$ cat src/rtl/cache_mem_arbiter.sv
// Shares one main-memory line port between icache refills and dcache refill/write-back.
// Round-robin between the two caches, with a watchdog that completes stalled accesses with an error.
module cache_mem_arbiter #(
  parameter int ADDR_W  = 32,
  parameter int LINE_W  = 128,
  parameter int TIMEOUT = 64
) (
  input  logic              clk_i,
  input  logic              rst_ni,
  input  logic              ic_req_i,
  input  logic [ADDR_W-1:0] ic_addr_i,
  input  logic              dc_req_i,
  input  logic [ADDR_W-1:0] dc_addr_i,
  input  logic              dc_we_i,
  input  logic [LINE_W-1:0] dc_wdata_i,
  output logic              ic_ack_o,
  output logic [LINE_W-1:0] ic_rdata_o,
  output logic              ic_err_o,
  output logic              dc_ack_o,
  output logic [LINE_W-1:0] dc_rdata_o,
  output logic              dc_err_o,
  output logic              mem_req_o,
  output logic              mem_we_o,
  output logic [ADDR_W-1:0] mem_addr_o,
  output logic [LINE_W-1:0] mem_wdata_o,
  input  logic [LINE_W-1:0] mem_rdata_i,
  input  logic              mem_ack_i,
  output logic [1:0]        grant_o,
  output logic              busy_o
);

  localparam int WD_W = $clog2(TIMEOUT + 1);

  typedef enum logic [1:0] {
    ST_IDLE = 2'd0,
    ST_BUSY = 2'd1,
    ST_DONE = 2'd2
  } state_t;

  state_t            state_q;
  logic              owner_dc_q;
  logic              last_dc_q;
  logic [WD_W-1:0]   wdog_q;

  logic              pick_dc_d;
  logic              wd_expired_d;
  logic              fin_err_d;
  logic [LINE_W-1:0] fin_rdata_d;

  // Arbitration choice and completion values for the current cycle.
  always_comb begin
    pick_dc_d = 1'b0;
    if (ic_req_i && dc_req_i) begin
      pick_dc_d = !last_dc_q;
    end else if (dc_req_i) begin
      pick_dc_d = 1'b1;
    end else begin
      pick_dc_d = 1'b0;
    end
    wd_expired_d = (wdog_q == WD_W'(TIMEOUT - 1));
    fin_err_d    = !mem_ack_i;
    if (mem_ack_i && !mem_we_o) begin
      fin_rdata_d = mem_rdata_i;
    end else begin
      fin_rdata_d = {LINE_W{1'b0}};
    end
  end

  // Transaction sequencer; all outputs registered here.
  always_ff @(posedge clk_i or negedge rst_ni) begin
    if (!rst_ni) begin
      state_q     <= ST_IDLE;
      owner_dc_q  <= 1'b0;
      last_dc_q   <= 1'b0;
      wdog_q      <= {WD_W{1'b0}};
      ic_ack_o    <= 1'b0;
      ic_rdata_o  <= {LINE_W{1'b0}};
      ic_err_o    <= 1'b0;
      dc_ack_o    <= 1'b0;
      dc_rdata_o  <= {LINE_W{1'b0}};
      dc_err_o    <= 1'b0;
      mem_req_o   <= 1'b0;
      mem_we_o    <= 1'b0;
      mem_addr_o  <= {ADDR_W{1'b0}};
      mem_wdata_o <= {LINE_W{1'b0}};
      grant_o     <= 2'b00;
      busy_o      <= 1'b0;
    end else begin
      case (state_q)
        ST_IDLE: begin
          if (ic_req_i || dc_req_i) begin
            owner_dc_q  <= pick_dc_d;
            mem_req_o   <= 1'b1;
            mem_we_o    <= pick_dc_d && dc_we_i;
            mem_addr_o  <= pick_dc_d ? dc_addr_i : ic_addr_i;
            mem_wdata_o <= (pick_dc_d && dc_we_i) ? dc_wdata_i : {LINE_W{1'b0}};
            grant_o     <= pick_dc_d ? 2'b10 : 2'b01;
            busy_o      <= 1'b1;
            wdog_q      <= {WD_W{1'b0}};
            state_q     <= ST_BUSY;
          end
        end
        ST_BUSY: begin
          // A memory ack on the last watchdog cycle still wins over the timeout.
          if (mem_ack_i || wd_expired_d) begin
            mem_req_o <= 1'b0;
            state_q   <= ST_DONE;
            if (owner_dc_q) begin
              dc_ack_o   <= 1'b1;
              dc_rdata_o <= fin_rdata_d;
              dc_err_o   <= fin_err_d;
            end else begin
              ic_ack_o   <= 1'b1;
              ic_rdata_o <= fin_rdata_d;
              ic_err_o   <= fin_err_d;
            end
          end else begin
            wdog_q <= wdog_q + WD_W'(1);
          end
        end
        ST_DONE: begin
          ic_ack_o  <= 1'b0;
          dc_ack_o  <= 1'b0;
          last_dc_q <= owner_dc_q;
          grant_o   <= 2'b00;
          busy_o    <= 1'b0;
          state_q   <= ST_IDLE;
        end
        default: begin
          state_q <= ST_IDLE;
        end
      endcase
    end
  end

endmodule

$ cat config.mk
export PLATFORM = sky130hd
export DESIGN_NAME = cache_mem_arbiter
export DESIGN_NICKNAME = d
export VERILOG_FILES = /design/src/rtl/cache_mem_arbiter.sv
export SDC_FILE = /design/constraint.sdc
export NUM_CORES = 1
export LEC_CHECK = 0
export ABC_AREA = 1
export BUFFER_PORTS_ARGS = -buffer_cell sky130_fd_sc_hd__buf_2
export CORE_AREA = 3 3 295 297
export CTS_CLUSTER_SIZE = 12
export DETAILED_ROUTE_END_ITERATION = 7
export DIE_AREA = 0 0 298 300
export GPL_ROUTABILITY_DRIVEN = 0
export PLACE_DENSITY_LB_ADDON = 0.3
export SLEW_MARGIN = 20
export SYNTH_ARGS = -nofsm -noshare
export SYNTH_HDL_FRONTEND = slang
export SYNTH_SLANG_ARGS = --single-unit
$ cat constraint.sdc
create_clock -name clk_i -period 1.8 [get_ports clk_i]
set_input_delay 0.54 -clock clk_i [delete_from_list [all_inputs] [get_ports clk_i]]
set_output_delay 0.54 -clock clk_i [all_outputs]
set_load 0.005 [all_outputs]
==> impl_metrics.tcl <==
set metrics [dict create \
    overflow 0 \
    syn-instance-count 1804 \
    placed_area_um2 23700 \
    layout.cells.non_filler 3832 \
    synth_edf_count 0 \
    min_period_ps 1740 \
    yosys_most_used_dff "dfrtp_1" \
    hold_viol 0 \
    clk_pin_slew_ps 60 \
    worst_pin_slew_ps 505 \
    async_flop_share 1.00 \
    fin_area_um2 26300 \
    cts_tree "built" \
    ant_nets 0 \
    pwr-share-seq 0.381 \
    synth_warnings 0 \
    worst_slew_margin_rel 0.663 \
    wl_mm 65.9 \
    clk_path_buf_depth 3 \
    finClkSkew_ps 15.0 \
    num_rows 107 \
    pwr-share-clk 0.248 \
    io_pins 751 \
    slowest_stage "dfrtp_1" \
    pwr_density_cell_nw_per_um2 1580 \
    critPathRequiredTime_ps 2260 \
    area_growth_pct 48.5 \
    combinationalPowerShare 0.370 \
    hpwl_mm 49.2 \
    cts_buffers 51 \
    max_stage_delay_ps 390 \
    synth_top_area_frac 0.615 \
    p_int_uw 26700 \
    grt_first_pass_wirelength_mm 96.4 \
    dieArea_um2 89400 \
    ys_types 23 \
    yosys-top-cells-count "nand2_1, dfrtp_1, o21ai_2, nand3_1, o21ai_1" \
    worstPathArrival_ps 2190 \
    finalNetCount 2972 \
    netlist_top_cells_area "dfrtp_1, nand2_1, o21ai_2, nand3_1, buf_6" \
    clock_latency_ps 580 \
    drc 0 \
    core-area_um2 84900 \
    cp-start-kind "flop" \
    ys_ff_latch 436 \
    fin_util 0.310 \
    grt_pass1_vias 15594 \
    yosysMostFrequentCell "nand2_1" \
    setup_viol 0 \
    rsz0062_at_grt "true" \
    hold_path.class "input port to flop" \
    die_w_um 298 \
    syn_area_um2 17700 \
    final_max_slew_viol_count 0 \
    status "completed" \
    end_kind "flop" \
    grt_max_degree 59 \
    yosysSeqAreaShare 0.615 \
    p_leak_uw 0.0141 \
    routedWlPerCell_um 17.2 \
    syn_nets 2131 \
    ir_drop_v 0.000757 \
    p_sw_frac 0.359 \
    via_per_inst 4.07 \
    drv_cap 0 \
    yosysTopAreaCell "dfrtp_1" \
    portBuffers 750 \
    critical_path.max_fanout 8 \
    grt_usage 0.137 \
    syn_area_per_cell_um2 9.83 \
    start_util 0.209 \
    period_share 0.965 \
    fill_cells 9101 \
    cts.sink_count 436 \
    htree_levels 2 \
    dp_cells 3711 \
    final_layout_size_suffix_gt1_frac 0.478 \
    switchingPower_uw 14900 \
    detail_route.iter0.violations 753 \
    vias 15586 \
    antenna_found_initial 12 \
    max_freq_mhz 576 \
    cts_root_buf "clkbuf_16" \
    cp_num_buf_inv 2 \
    critical_path.cell_chain "nand2_1 > nor2_1 > nand3_4 > nand2_8 > nand2_8 > clkbuf_16 > buf_12 > nand2_2 > o21ai_2" \
    drt_pass1_iterations 5 \
    path_class "flop to flop" \
    die_y_um 300 \
    cpMostUsedCell "nand2_8" \
    crit_family "simple AND/OR/NAND/NOR gates" \
]
per-layer routing:
metal  track usage  share of wire
met5             0        0.00047
met4        0.0376          0.026
met3        0.0430          0.081
met2         0.238           0.49
met1         0.165           0.40
cell families (layout without fill, tap and decap cells):
kind of cell / after synthesis / count (layout) / synth area share
AND/OR/NAND/NOR: 970 / 971 / 0.220
XOR/XNOR: 1 / 1 / 0.000494
buffers and inverters: 134 / 1013 / 0.0513
flip-flops: 436 / 436 / 0.615
adder cells (fa/ha/maj): 1 / 1 / 0.000705
AO/OA/AOI/OAI: 262 / 262 / 0.113
other: 0 / 4 / 0
sequential cells by signal, indices dropped and copies added (netlist names), 2 cells and up:
name         flops
dc_rdata_o     128
ic_rdata_o     128
mem_wdata_o    128
mem_addr_o      32
wdog_q           7
grant_o          2
state_q          2
final cells by class:
| class | count | area [µm²] | area share |
|---|---|---|---|
| flip-flops and latches | 436 | 10900 | 0.414 |
| multi-input cells | 1235 | 6410 | 0.243 |
| repair buffers | 910 | 5880 | 0.223 |
| clock buffers | 76 | 1500 | 0.0569 |
| well taps | 1144 | 1430 | 0.0543 |
| clock inverters | 16 | 166 | 0.00632 |
| inverters | 11 | 41.3 | 0.00157 |
| diodes | 4 | 10.0 | 0.000380 |
worst reg2reg max path, delay by kind of cell, from the launching register on:
kind / cells / cell delay, ps
AOI/OAI and AO/OA: 1 / 40
and+or+nand+nor: 6 / 800
DFF: 1 / 390
buffers and inverters: 2 / 390
power by group through the flow:
stage	clock network, µW	registers [µW]	logic (µW)
global route	11100	16300	17100
detailed placement	0	15700	14800
floorplan	0	15800	6680
finish	10400	15900	15400
global placement	0	15700	14600
CTS	10800	15700	14800
layout by cell type (no fill, tap or decap), drive strengths merged:
master and instances:
a22o 1, a31o 1, buf 896, bufinv 3
clkbuf 89, clkinv 11, dfrtp 436, diode 4
dlygate4sd3 1, ha 1, inv 13, nand2 780
nand3 173, nand4 2, nor2 14, nor3 1
nor3b 1, o21ai 260, xor2 1
what timing repair did:
| item | in CTS | in global routing |
|---|---|---|
| endpoints found under the hold margin | 12 | 0 |
| endpoints found under the setup margin | 127 | 249 |
| pin swaps | 1 | 4 |
| hold buffers | 1 | 0 |
| buffers inserted | 2 | 8 |
| gates cloned | 0 | 14 |
| gates resized for setup | 7 | 158 |
final timing paths:
check                                start                to  slack, ps  cells after the start
min                          ic_addr_i[14]    mem_addr_o[14]        170                      3
min in group asynchronous           rst_ni    dc_rdata_o[45]        410                      2
min reg2reg                mem_wdata_o[41]   mem_wdata_o[41]        470                      2
max reg2reg                      wdog_q[4]   dc_rdata_o[113]         60                      9
max                              wdog_q[4]   dc_rdata_o[113]         60                      9
max in group asynchronous           rst_ni  mem_wdata_o[101]        580                      4
through the flow:
stage / worst slack [ps] / total power (µW) / hold WS [ps] / TNS, ps
finish: 63.8 / 41700 / 174 / 0
global route: -63.8 / 44600 / 135 / -3400
CTS: -39.9 / 41200 / 124 / -39.9
detailed placement: -15.2 / 30500 / 404 / -82.8
global placement: -54.2 / 30400 / 403 / -2530
floorplan: 302 / 22400 / 244 / 0
Power figures use the tool's default switching activity.
